File: src/rtl/clk_rst_ctrl.sv
// clk_rst_ctrl: reset sequencer plus per-channel divided clock enables with halt/step.
// Define STARFISH_CYCLE_CNT_EN to add the 32-bit RUN/STEP cycle_cnt output.
module clk_rst_ctrl #(
    parameter int NUM_CH   = 2,
    parameter int DIV_W    = 8,
    parameter int HOLD_CYC = 16,
    localparam int CH_W    = (NUM_CH > 1) ? $clog2(NUM_CH) : 1
) (
    input  logic              clk,
    input  logic              rst_n,
    input  logic              cfg_we,
    input  logic [CH_W-1:0]   cfg_ch,
    input  logic [DIV_W-1:0]  cfg_div,
    input  logic              halt_req,
    input  logic              step_req,
`ifdef STARFISH_CYCLE_CNT_EN
    output logic [31:0]       cycle_cnt,
`endif
    output logic              rst_out_n,
    output logic [NUM_CH-1:0] ce,
    output logic              halted
);

    typedef enum logic [2:0] {
        S_SYNC,
        S_HOLD,
        S_RUN,
        S_HALT,
        S_STEP
    } state_t;

    localparam logic [7:0]       HOLD_LAST = 8'(HOLD_CYC - 1);
    localparam logic [DIV_W-1:0] CNT_ONE   = DIV_W'(1);

    state_t            r_state;
    logic [1:0]        r_sync;
    logic [7:0]        r_hold;
    logic              r_rst_out_n;
    logic              r_halted;
    logic [DIV_W-1:0]  r_div [NUM_CH];
    logic [DIV_W-1:0]  r_cnt [NUM_CH];
    logic [NUM_CH-1:0] w_match;
    logic              w_live;
    logic              w_wr_ok;

    always_ff @(posedge clk or negedge rst_n) begin
        if (!rst_n) begin
            r_state     <= S_SYNC;
            r_sync      <= 2'b00;
            r_hold      <= 8'd0;
            r_rst_out_n <= 1'b0;
            r_halted    <= 1'b0;
        end else begin
            r_sync <= {r_sync[0], 1'b1};
            unique case (r_state)
                // first high sample already held, second one arriving now
                S_SYNC: begin
                    if (r_sync == 2'b01) begin
                        r_state <= S_HOLD;
                    end
                end
                S_HOLD: begin
                    if (r_hold == HOLD_LAST) begin
                        r_state     <= S_RUN;
                        r_rst_out_n <= 1'b1;
                    end else begin
                        r_hold <= r_hold + 8'd1;
                    end
                end
                S_RUN: begin
                    if (halt_req) begin
                        r_state  <= S_HALT;
                        r_halted <= 1'b1;
                    end
                end
                S_HALT: begin
                    if (!halt_req) begin
                        r_state  <= S_RUN;
                        r_halted <= 1'b0;
                    end else if (step_req) begin
                        r_state  <= S_STEP;
                        r_halted <= 1'b0;
                    end
                end
                S_STEP: begin
                    r_state  <= S_HALT;
                    r_halted <= 1'b1;
                end
                default: begin
                    r_state     <= S_SYNC;
                    r_rst_out_n <= 1'b0;
                    r_halted    <= 1'b0;
                end
            endcase
        end
    end

    always_comb begin
        w_match = '0;
        for (int i = 0; i < NUM_CH; i++) begin
            w_match[i] = (r_cnt[i] == r_div[i]);
        end
    end

    assign w_live  = (r_state == S_RUN) || (r_state == S_HALT) ||
                     (r_state == S_STEP);
    assign w_wr_ok = cfg_we && w_live && (int'(cfg_ch) < NUM_CH);

    // a write restarts the channel phase and wins over the counter update
    always_ff @(posedge clk or negedge rst_n) begin
        if (!rst_n) begin
            for (int i = 0; i < NUM_CH; i++) begin
                r_div[i] <= '0;
                r_cnt[i] <= '0;
            end
        end else begin
            for (int i = 0; i < NUM_CH; i++) begin
                if (w_wr_ok && (int'(cfg_ch) == i)) begin
                    r_div[i] <= cfg_div;
                    r_cnt[i] <= '0;
                end else if (r_state == S_RUN) begin
                    r_cnt[i] <= w_match[i] ? '0 : r_cnt[i] + CNT_ONE;
                end
            end
        end
    end

    always_comb begin
        ce = '0;
        if (r_state == S_RUN) begin
            ce = w_match;
        end else if (r_state == S_STEP) begin
            ce = '1;
        end
    end

    assign rst_out_n = r_rst_out_n;
    assign halted    = r_halted;

`ifdef STARFISH_CYCLE_CNT_EN
    logic [31:0] r_cycle_cnt;

    always_ff @(posedge clk or negedge rst_n) begin
        if (!rst_n) begin
            r_cycle_cnt <= 32'd0;
        end else if ((r_state == S_RUN) || (r_state == S_STEP)) begin
            r_cycle_cnt <= r_cycle_cnt + 32'd1;
        end
    end

    assign cycle_cnt = r_cycle_cnt;
`endif

endmodule
File: config.mk
export PLATFORM = sky130hd
export DESIGN_NAME = clk_rst_ctrl
export DESIGN_NICKNAME = d
export VERILOG_FILES = /design/src/rtl/clk_rst_ctrl.sv
export SDC_FILE = /design/constraint.sdc
export NUM_CORES = 1
export LEC_CHECK = 0
export ABC_AREA = 1
export CAP_MARGIN = 20
export CORE_ASPECT_RATIO = 2
export CORE_MARGIN = 2
export CORE_UTILIZATION = 40
export CTS_CLUSTER_DIAMETER = 60
export DETAILED_ROUTE_END_ITERATION = 8
export SLEW_MARGIN = 10
export SYNTH_ARGS = -nofsm -noshare
export SYNTH_HDL_FRONTEND = slang
export SYNTH_SLANG_ARGS = --single-unit
File: constraint.sdc
create_clock -name clk -period 1.84 [get_ports clk]
set_input_delay 0.368 -clock clk [delete_from_list [all_inputs] [get_ports clk]]
set_output_delay 0.368 -clock clk [all_outputs]
set_load 0.05 [all_outputs]
==> summary.txt <==
Detailed routing
  – Post-Route WL: 5.05 mm
  – Met1 WL: 2.32 mm
  – DRC errors left: 0
  – Final ANT Viol Nets: 0
  – DR vias/cell: 4.61
  – TritonRoute pass-1 iters: 4
  – Met2 wire len: 2.52 mm
  – Total number of vias: 2064
  – Iteration-0 DRC Markers: 79
  – Routed length per instance: 11.3 um
  – Top Layer Used: met4
  – Routed wl met3: 143 um

Placement
  – Gpl congestion: 0.845
  – Placed Instances: 424
  – Post-DP HPWL: 3.53 mm
  – Area after DPL: 0.00286 mm2
  – PortBufs: 17

Finish
  – ANT cells: 0
  – Final core utilization: 51.0%
  – Design area: 0.00316 mm2
  – Nets: 379
  – Share of layout cells above drive strength 1: 17.4%
  – Final Non-Filler Cells: 448
  – Layout area overhead: 24.7%

Logic synthesis
  – Synth Instances: 320
  – Sequential element share of the synthesized area: 46.4%
  – YS warnings: 0
  – Syn Nets: 337
  – Synth Cell Area: 0.00254 mm2
  – Syn avg cell area: 7.93 um2
  – Synth unique cells: 29
  – #FFs+latches synth: 47

Global routing
  – Vias in the first global route: 2005
  – Antenna violations before repair: 0
  – All-Layer GR Usage: 16.3%
  – Grt ovf: 0
  – First-pass GRT wire length: 8.80 mm
  – Pin count of the biggest net entering global routing: 48

Timing
  – Final worst-path cycle share: 98.9%
  – Clock Skews: 0.00415 ns
  – Max Clock Freq: 549 MHz
  – Final Setup Violations: 0
  – RSZ-0062 raised after global routing: yes
  – Fin. max-slew vios: 0
  – Tmin final: 1.82 ns
  – Final hold viol count: 0

Clock tree
  – CTS buffer count: 5
  – CTS tree: built
  – H-tree Lvls: 2
  – # clock sinks: 47
  – CTS Buffer Depth: 2
  – Post-CTS Hold Fix Bufs: 0
  – Clock latency on the worst-skew pair: 0.28 ns
  – Clock-pin slew on the worst setup and hold paths: 0.06 ns
  – Root Driver: clkbuf_16

Min path
  – HP Class: input pin to async pin

Die
  – I/O Pins: 18
  – Core Rows: 41
  – Chip height: 117 um
  – Starting Density: 40.9%
  – Area of the core: 0.00621 mm2
  – Full die area: 0.00704 mm2
  – Die width: 60.3 um

Power
  – Peak supply drop: 885 uV
  – Pwr dens: 1430 mW/mm2
  – Pleak: 1.61 nW

Status
  – Outcome: completed

Setup path
  – Crit path max fanout: 2
  – Critical path type: flip-flop to output port
  – Crit end category: output port
  – Startpoint Class: flip-flop
  – Worst Path Required: 1.47 ns
  – CP arrival: 1.45 ns

Run
  – Maxcap violations: 0
==> critical path, stage by stage (launching register included) <==
cell and delay [ns]:
dfrtp_1 0.39, xnor2_1 0.16, nand2_1 0.09, nor2_1 0.11
nand2_1 0.09, o21ai_2 0.17, buf_12 0.16
==> layout by cell type (no fill, tap or decap) <==
| cell | count |
|---|---|
| nand2_1 | 99 |
| nor3_2 | 1 |
| o21ai_1 | 23 |
| clkbuf_16 | 5 |
| nand4_1 | 2 |
| nand2_4 | 2 |
| bufinv_16 | 1 |
| nor2_2 | 3 |
| buf_2 | 1 |
| o211ai_1 | 1 |
| nor3_1 | 2 |
| xor2_1 | 10 |
| buf_4 | 24 |
| inv_2 | 7 |
| o21ai_2 | 3 |
| nand3_1 | 23 |
| buf_12 | 3 |
| nand2_2 | 3 |
| a21oi_1 | 3 |
| nand3b_1 | 3 |
| o21ai_0 | 6 |
| nand3b_4 | 1 |
| dfrtp_2 | 4 |
| dfrtp_1 | 43 |
| xnor2_1 | 15 |
| nor2_1 | 13 |
| inv_1 | 38 |
| clkdlybuf4s50_1 | 12 |
| conb_1 | 1 |
| clkbuf_1 | 1 |
| nor2_4 | 3 |
| a211oi_1 | 1 |
| or2_2 | 1 |
| nand3_2 | 1 |
| ha_1 | 3 |
==> through the flow <==
step | power (mW) | hold WS (ns) | TNS, ns | setup WS, ns
floorplan | 2.97 | 0.0724 | 0 | 0.0569
global placement | 3.37 | 0.371 | 0 | 0.208
detailed placement | 3.42 | 0.369 | 0 | 0.207
CTS | 4.55 | 0.0709 | -0.0146 | -0.0128
global route | 4.94 | 0.0823 | -0.166 | -0.109
finish | 4.54 | 0.0614 | 0 | 0.0200
==> power by group <==
part | internal (mW) | switching (mW) | total [mW]
logic | 0.794 | 1.08 | 1.87
clock network | 0.634 | 0.356 | 0.989
registers | 1.38 | 0.294 | 1.68
total | 2.81 | 1.73 | 4.54
==> worst paths after layout <==
kind / from / end / slack [ns] / cells after the start
setup / recovery: r_div[7]$_DFFE_PN0P_ / ce[1] / 0.02 / 6
hold / removal: rst_n / r_hold[4]$_DFFE_PN0N_ / 0.06 / 2
setup reg to reg: r_hold[0]$_DFFE_PN0N_ / r_hold[3]$_DFFE_PN0N_ / 0.31 / 7
hold reg to reg: r_sync[0]$_DFF_PN0_ / r_sync[1]$_DFF_PN0_ / 0.38 / 0
max in group asynchronous: rst_n / r_cnt[10]$_DFFE_PN0P_ / 1.54 / 2
min in group clk: r_sync[0]$_DFF_PN0_ / r_sync[1]$_DFF_PN0_ / 0.38 / 0
==> kinds of logic (layout without fill, tap and decap cells) <==
| group | count (synthesis) | count (layout) | share of synthesized area, % |
|---|---|---|---|
| AOI/OAI and AO/OA | 37 | 37 | 7.64 |
| xor gates and xnor gates | 25 | 25 | 8.63 |
| adders and majority gates | 3 | 3 | 1.48 |
| buffers and inverters | 50 | 92 | 7.84 |
| DFF | 47 | 47 | 46.4 |
| other | 1 | 1 | 0.148 |
| and+or+nand+nor | 157 | 157 | 27.9 |
==> synth_stat cells (all sizes together) <==
library cell  number  area share (%)
ha                 3             1.5
nand3b             4             1.7
a211oi             1            0.30
buf                4            0.99
xnor2             15             5.2
nor2              19             3.8
dfrtp             47              46
inv               45             6.7
conb               1            0.15
nor3               3            0.59
clkbuf             1            0.20
xor2              10             3.5
or2                1            0.25
o211ai             1            0.30
nand2            104              16
nand3             24             4.9
o21ai             32             6.5
a21oi              3            0.59
nand4              2            0.49
==> sequential cells by signal, summed over array words and instances, names as in the netlist <==
name and cells:
halted 1, r_cnt 16, r_div 16, r_hold 8
r_state 3, r_sync 2, rst_out_n 1
==> timing repair <==
action	4_1_cts	5_1_grt
pin swaps	8	7
gates resized for setup	8	2
endpoints found under the setup margin	2	2
buffers inserted	14	3
==> area by class of cell <==
| type | instances | area, um2 |
|---|---|---|
| clock inverters | 1 | 30.0 |
| fillers | 601 | 3040 |
| multi-input cells | 223 | 1180 |
| repair buffers | 40 | 365 |
| well taps | 86 | 108 |
| flip-flops and latches | 47 | 1180 |
| clock buffers | 6 | 129 |
| inverters | 45 | 169 |
==> per-layer routing <==
layer	GRT usage [%]	vias up
met1	20.6	954
met4	5.19	0
met5	0	-
met3	3.54	6
li1	-	1079
met2	27.0	25
(Power assumes the default switching activity.)
